### config.mk
export PLATFORM = sky130hd
export DESIGN_NAME = mem_lsu
export DESIGN_NICKNAME = d
export VERILOG_FILES = /design/src/rtl/mem_lsu_pkg.sv /design/src/rtl/lsu_load_align.sv /design/src/rtl/mem_lsu.sv
export SDC_FILE = /design/constraint.sdc
export NUM_CORES = 1
export LEC_CHECK = 0
export BUFFER_PORTS_ARGS = -buffer_cell sky130_fd_sc_hd__buf_2
export CAP_MARGIN = 40
export CORE_AREA = 2 2 112 114
export DETAILED_ROUTE_END_ITERATION = 12
export DIE_AREA = 0 0 114 116
export GPL_TIMING_DRIVEN = 0
export PLACE_DENSITY = 0.69
export SYNTH_ARGS = -nofsm -noshare
export SYNTH_HDL_FRONTEND = slang
export SYNTH_HIERARCHICAL = 1
export SYNTH_SLANG_ARGS = --single-unit
### constraint.sdc
create_clock -name clk -period 5.68 [get_ports clk]
set_input_delay 1.42 -clock clk [delete_from_list [all_inputs] [get_ports clk]]
set_output_delay 1.42 -clock clk [all_outputs]
set_load 0.01 [all_outputs]
### src/rtl/mem_lsu_pkg.sv
// Shared encodings and widths for the load/store unit: FSM states, load funct3 codes, bus widths.
// Latency: none (types and constants only).
// Backpressure: not applicable.
package mem_lsu_pkg;

  localparam int XLEN         = 32;
  localparam int BE_W         = XLEN / 8;
  localparam int REG_AW       = 5;
  localparam int HOLD_W       = 5;
  localparam int HOLD_MEM_BIT = 3;

  typedef enum logic [1:0] {
    IDLE = 2'd0,
    REQ  = 2'd1,
    WAIT = 2'd2,
    DONE = 2'd3
  } lsu_state_e;

  localparam logic [2:0] F3_LB  = 3'b000;
  localparam logic [2:0] F3_LH  = 3'b001;
  localparam logic [2:0] F3_LW  = 3'b010;
  localparam logic [2:0] F3_LBU = 3'b100;
  localparam logic [2:0] F3_LHU = 3'b101;

  // Store funct3 shares the low codes with loads (sb/sh/sw = 000/001/010).
  localparam logic [2:0] F3_SH  = 3'b001;
  localparam logic [2:0] F3_SW  = 3'b010;

endpackage

### src/rtl/lsu_load_align.sv
// Picks the addressed byte/halfword/word out of a bus read word and sign/zero-extends it.
// Latency: purely combinational.
// Backpressure: none; output follows inputs.
module lsu_load_align
  import mem_lsu_pkg::*;
(
  input  logic [2:0]      funct3_i,
  input  logic [1:0]      addr_lo_i,
  input  logic [XLEN-1:0] rdata_i,
  output logic [XLEN-1:0] data_o
);

  logic [7:0]  byte_sel;
  logic [15:0] half_sel;

  // Lane select by low address bits, then extend by load type.
  always_comb begin
    byte_sel = rdata_i[7:0];
    case (addr_lo_i)
      2'd1:    byte_sel = rdata_i[15:8];
      2'd2:    byte_sel = rdata_i[23:16];
      2'd3:    byte_sel = rdata_i[31:24];
      default: byte_sel = rdata_i[7:0];
    endcase
    half_sel = addr_lo_i[1] ? rdata_i[31:16] : rdata_i[15:0];

    data_o = rdata_i;
    case (funct3_i)
      F3_LB:   data_o = {{24{byte_sel[7]}}, byte_sel};
      F3_LBU:  data_o = {24'd0, byte_sel};
      F3_LH:   data_o = {{16{half_sel[15]}}, half_sel};
      F3_LHU:  data_o = {16'd0, half_sel};
      default: data_o = rdata_i;
    endcase
  end

endmodule

### src/rtl/mem_lsu.sv
// Memory stage LSU: issues loads/stores on a req/gnt/rvalid data bus, extracts load data, writes back.
// Latency: store completes on grant; load completes on rvalid; idle writeback is a 0-cycle pass-through.
// Backpressure: hold_req_o stalls the pipe until complete; hold_en_i[3] parks the result in DONE.
// Optional: MEM_LSU_MISALIGN_CHK_EN flags misaligned lh/lhu/sh/lw/sw with err_o and skips the bus.
module mem_lsu
  import mem_lsu_pkg::*;
#(
  parameter int TMO_CYC = 255
) (
  input  logic              clk,
  input  logic              rst,
  input  logic [XLEN-1:0]   inst_i,
  input  logic              cs_i,
  input  logic              mem_we_i,
  input  logic [BE_W-1:0]   mem_wem_i,
  input  logic [XLEN-1:0]   mem_din,
  input  logic [XLEN-1:0]   mem_addr_i,
  input  logic              regs_wen_i,
  input  logic [REG_AW-1:0] rd_addr_i,
  input  logic [XLEN-1:0]   rd_data_i,
  input  logic [HOLD_W-1:0] hold_en_i,
  output logic              dbus_req_o,
  output logic              dbus_we_o,
  output logic [BE_W-1:0]   dbus_be_o,
  output logic [XLEN-1:0]   dbus_addr_o,
  output logic [XLEN-1:0]   dbus_wdata_o,
  input  logic              dbus_gnt_i,
  input  logic              dbus_rvalid_i,
  input  logic [XLEN-1:0]   dbus_rdata_i,
  output logic              regs_wen_o,
  output logic [REG_AW-1:0] rd_addr_o,
  output logic [XLEN-1:0]   rd_data_o,
  output logic              hold_req_o,
  output logic              err_o
);

  localparam int             CW       = $clog2(TMO_CYC + 1);
  localparam logic [CW-1:0]  TMO_LAST = CW'(TMO_CYC - 1);

  lsu_state_e      state_q, state_d;
  logic [CW-1:0]   cnt_q, cnt_d;
  logic [XLEN-1:0] done_data_q, done_data_d;
  logic            done_err_q, done_err_d;

  logic [2:0]      funct3;
  logic [XLEN-1:0] load_data;
  logic [XLEN-1:0] wb_data;
  logic            misalign, issue, accept, in_bus, ok_done, tmo, complete, err, hold_mem;
  logic            unused_bits;

  assign funct3      = inst_i[14:12];
  assign hold_mem    = hold_en_i[HOLD_MEM_BIT];
  assign unused_bits = ^{inst_i[31:15], inst_i[11:0], hold_en_i[4], hold_en_i[2:0]};

  lsu_load_align u_align (
    .funct3_i (funct3),
    .addr_lo_i(mem_addr_i[1:0]),
    .rdata_i  (dbus_rdata_i),
    .data_o   (load_data)
  );

  // Alignment check only matters on the first (IDLE) cycle of an access.
  always_comb begin
`ifdef MEM_LSU_MISALIGN_CHK_EN
    misalign = cs_i && (state_q == IDLE) &&
               (((mem_we_i ? (funct3 == F3_SH) : (funct3 == F3_LH || funct3 == F3_LHU)) && mem_addr_i[0]) ||
                ((funct3 == F3_LW) && (mem_addr_i[1:0] != 2'b00)));
`else
    misalign = 1'b0;
`endif
  end

  // Bus handshake, completion/timeout decode and next-state.
  always_comb begin
    issue    = cs_i && !misalign && (state_q == IDLE || state_q == REQ);
    accept   = issue && dbus_gnt_i;
    in_bus   = (state_q == REQ) || (state_q == WAIT);
    // A normal finish (store grant or load rvalid) wins over a timeout in the same cycle.
    ok_done  = (accept && mem_we_i) || ((state_q == WAIT) && dbus_rvalid_i);
    tmo      = in_bus && (cnt_q == TMO_LAST) && !ok_done;
    complete = ok_done || tmo || misalign;
    err      = tmo || misalign;
    wb_data  = mem_we_i ? rd_data_i : load_data;

    state_d     = state_q;
    done_data_d = done_data_q;
    done_err_d  = done_err_q;
    if (state_q == DONE) begin
      if (!hold_mem) state_d = IDLE;
    end else if (complete) begin
      if (hold_mem) begin
        state_d     = DONE;
        done_data_d = wb_data;
        done_err_d  = err;
      end else begin
        state_d = IDLE;
      end
    end else if (accept) begin
      state_d = WAIT;
    end else if (issue) begin
      state_d = REQ;
    end

    // Counter tracks bus-wait cycles; it restarts whenever the access leaves REQ/WAIT.
    if (in_bus && (state_d == REQ || state_d == WAIT)) cnt_d = cnt_q + CW'(1);
    else                                                  cnt_d = '0;
  end

  // Output drive; reset forces all handshake outputs low.
  always_comb begin
    dbus_req_o   = issue && !rst;
    dbus_we_o    = mem_we_i;
    dbus_be_o    = mem_we_i ? mem_wem_i : {BE_W{1'b1}};
    dbus_addr_o  = {mem_addr_i[XLEN-1:2], 2'b00};
    dbus_wdata_o = mem_din;
    hold_req_o   = !rst && cs_i && !complete && (state_q != DONE);
    err_o        = !rst && err;
    rd_addr_o    = rd_addr_i;

    regs_wen_o = 1'b0;
    rd_data_o  = wb_data;
    if (state_q == DONE) begin
      regs_wen_o = regs_wen_i && !done_err_q;
      rd_data_o  = done_data_q;
    end else if (state_q == IDLE && !cs_i) begin
      regs_wen_o = regs_wen_i;
      rd_data_o  = rd_data_i;
    end else if (complete) begin
      regs_wen_o = regs_wen_i && !err;
    end
    if (rst) regs_wen_o = 1'b0;
  end

  // State, timeout counter and parked DONE result.
  always_ff @(posedge clk or posedge rst) begin
    if (rst) begin
      state_q     <= IDLE;
      cnt_q       <= '0;
      done_data_q <= '0;
      done_err_q  <= 1'b0;
    end else begin
      state_q     <= state_d;
      cnt_q       <= cnt_d;
      done_data_q <= done_data_d;
      done_err_q  <= done_err_d;
    end
  end

endmodule

==> flow_metrics.tcl <==
set metrics [dict create \
    cts_buffer_depth 2 \
    area_delta_synth_final_pct 31.44 \
    maxSlewHeadroom_pct 49.40 \
    first_iter_violations 286 \
    synth-simple-area-share_pct 16.40 \
    synth_top_family_by_area "compound AO/OA/AOI/OAI gates" \
    cts_max_level 2 \
    synth.area.mux_share_pct 16.49 \
    rsz0062_at_grt "no" \
    dr.pass1.iters 8 \
    critPathSlowestCell "mux4_2" \
    grt_max_degree 34 \
    mostFrequentLayoutCell "buf_2" \
    ys_types 43 \
    synth_fa_ha_area_share_pct 1.839 \
    antenna_found_initial 1 \
    drive_above_1_share_pct 40.77 \
    initial_core_util_pct 34.28 \
    period_share_pct 82.53 \
    start_kind "input port" \
    max_clock_freq_mhz 213.3 \
    final_nets 890 \
    status "completed" \
    drv_slew 0 \
    postLayoutCoreUtil_pct 45.05 \
    dieArea_um2 13220 \
    gp_congestion 0.8583 \
    path_class "input port to output pin" \
    hp-start "done_data_q[8]$_DFFE_PP0P_" \
    route.detailed.drc 0 \
    grt_util_all_layers_pct 18.96 \
    post_cts_buffers 0 \
    ir_drop_mv 0.1333 \
    io_buffers 187 \
    avgViaCountPerCell 4.979 \
    path_buf_inv 3 \
    overflow 0 \
    tightestPinTransition_ns 0.7589 \
    path_max_fanout 8 \
    wl_per_cell_um 15.72 \
    root_buffer "clkbuf_16" \
    cp_slowest_stage_delay_ns 0.51 \
    required_ns 4.26 \
    dpl.hpwl_um 10850 \
    io_pins 291 \
    cts_resized 0 \
    rr_worst_depth 9 \
    wl_um 13400 \
    hold_viol_final 0 \
    cp.arrival_ns 3.27 \
    most-common-layout-cells "192 x buf_2, 103 x nand2_1, 73 x buf_4" \
    crit_path_frequent_cell "buf_2" \
    hold_depth 2 \
    cap_violations 0 \
    vias 4242 \
    synthCells 507 \
    coreArea_um2 11910 \
    syn_area_um2 4083 \
    r2r-end "done_data_q[12]$_DFFE_PP0P_" \
    setup_tns_ns 0 \
    min-delay-path-class "flop to flop" \
    synth-compound-area-share_pct 19.89 \
    dp.cells 843 \
    finalNonFillerCells 852 \
    crit_chain "buf_2 -> mux4_2 -> and3b_1 -> clkbuf_1 -> a221o_1 -> mux2i_1 -> o21ai_0 -> buf_2" \
    min_to "done_data_q[8]$_DFFE_PP0P_" \
    dieHeight_um 116 \
    avgSynthCellArea_um2 8.053 \
    r2r-start "state_q[1]$_DFF_PP0_" \
    cellLeakagePower_nw 2.888 \
    grt_pass1_wl_um 19400 \
    cts_buffers 5 \
    clock_sinks 43 \
    ff2ff_setup_slack_ns 3.51 \
    ant_nets 0 \
    yosysWarnings 6 \
    setup-violations-final 0 \
    ys_ff_latch 43 \
    holdBufCountCts 0 \
    first_global_vias 3762 \
    min_period_ns 4.688 \
    core.rowCount 40 \
    skew_ns 0.002820 \
    end_kind "output pin" \
    cts.clk_slew.worst_paths_ns 0.06 \
    cts_tree "done" \
    die_width_um 114 \
    clk_latency_ns 0.29 \
    synthXorXnorAreaFrac_pct 1.686 \
    cp_top_family "multiplexers" \
    ys_seq_area_share_pct 26.36 \
    power_density_nw_per_um2 308.6 \
]
## tightest hold or removal path, cell delays in order, from the launching register on
cell and delay [ns]:
dfrtp_1 0.34, nand2_1 0.04, o21ai_0 0.06
## routing by layer
metal  routed length [um]  GRT usage [%]  vias to the layer above
li1                     -              -                     2060
met5                    0              0                        -
met1                 5368          23.89                     1963
met2                 6785          33.81                      202
met3                 1048          2.824                       17
met4                  194          5.366                        0
## logic make-up (layout without fill, tap and decap cells)
family / count (synthesis) / in the layout
AO/OA/AOI/OAI: 120 / 120
XOR/XNOR: 7 / 7
adder cells (fa/ha/maj): 6 / 6
buffers and inverters: 111 / 307
flip-flops: 43 / 43
multiplexers: 66 / 66
other: 1 / 3
AND/OR/NAND/NOR: 153 / 153
## power breakdown
part | internal [mW] | switching, mW | leakage, nW
registers | 0.430 | 0.0698 | 0.551
clock network | 0.163 | 0.123 | 0.0679
logic | 0.357 | 0.513 | 2.27
total | 0.950 | 0.706 | 2.89
## cells in the mapped netlist
cell,n,share of area (%)
nand3_1,6,0.74
nand2b_1,13,2.0
and3_1,2,0.31
a22oi_1,8,1.5
and3b_1,1,0.21
mux2i_1,65,16
buf_2,5,0.61
xor2_1,3,0.64
and2b_1,1,0.18
a21oi_1,3,0.37
o21bai_1,1,0.18
a31oi_1,1,0.15
o21ai_0,55,6.7
o21ai_2,1,0.21
a21o_1,17,3.1
buf_4,73,13
nor2_2,2,0.31
clkbuf_1,21,1.9
o211ai_2,1,0.31
xnor2_1,3,0.64
ha_1,6,1.8
o22a_1,1,0.21
a21boi_0,1,0.18
nor2b_1,4,0.61
xnor2_2,1,0.40
nor4_1,1,0.15
nor3_1,9,1.1
buf_6,1,0.28
o21ai_4,2,0.80
dfrtp_1,43,26
o41ai_4,2,1.3
nand4_1,2,0.31
o21ai_1,17,2.1
a221o_1,8,2.0
a21bo_2,1,0.25
or4_4,1,0.28
conb_1,1,0.092
nor2_1,8,0.74
mux4_2,1,0.55
buf_1,3,0.28
inv_1,8,0.74
o22ai_4,1,0.49
nand2_1,103,9.5
## flip-flops by register name (all words and copies together), names as in the netlist
name / flops
done_data_q: 32
cnt_q: 8
state_q: 2
done_err_q: 1
## final cells by class
cell class	instances	area, um2
Timing Repair Buffer	188	955.9
Sequential cell	43	1076
Tap cell	147	183.9
Clock inverter	1	5.005
Clock buffer	7	132.6
Buffer	103	674.4
Fill cell	1223	6545
Inverter	8	30.03
Multi-Input combinational cell	354	2306
Antenna cell	1	2.502
## how the worst max path moves through the flow
stage | from | end | slack (ns) | cells past startpoint
after floorplan | inst_i[13] | rd_data_o[16] | 1.34 | 7
after global placement | rst | regs_wen_o | 0.91 | 4
after detailed placement | inst_i[13] | rd_data_o[16] | 0.98 | 8
after CTS | inst_i[13] | rd_data_o[16] | 0.98 | 8
after global routing | mem_addr_i[1] | rd_data_o[3] | 0.85 | 9
final | mem_addr_i[1] | rd_data_o[15] | 0.99 | 8
## metrics by stage
step	setup slack [ns]	hold slack [ns]	total power, mW	cell area [um2]
6_report	0.9921	0.4824	1.656	5366
3_5_place_dp	0.9755	0.4704	1.376	5226
3_3_place_gp	0.9076	0.4632	1.362	5206
5_1_grt	0.8459	0.5119	1.789	5366
2_1_floorplan	1.335	0.4497	1.069	4086
4_1_cts	0.9788	0.4842	1.665	5364
Note: power is estimated with default switching activity, not from simulation.
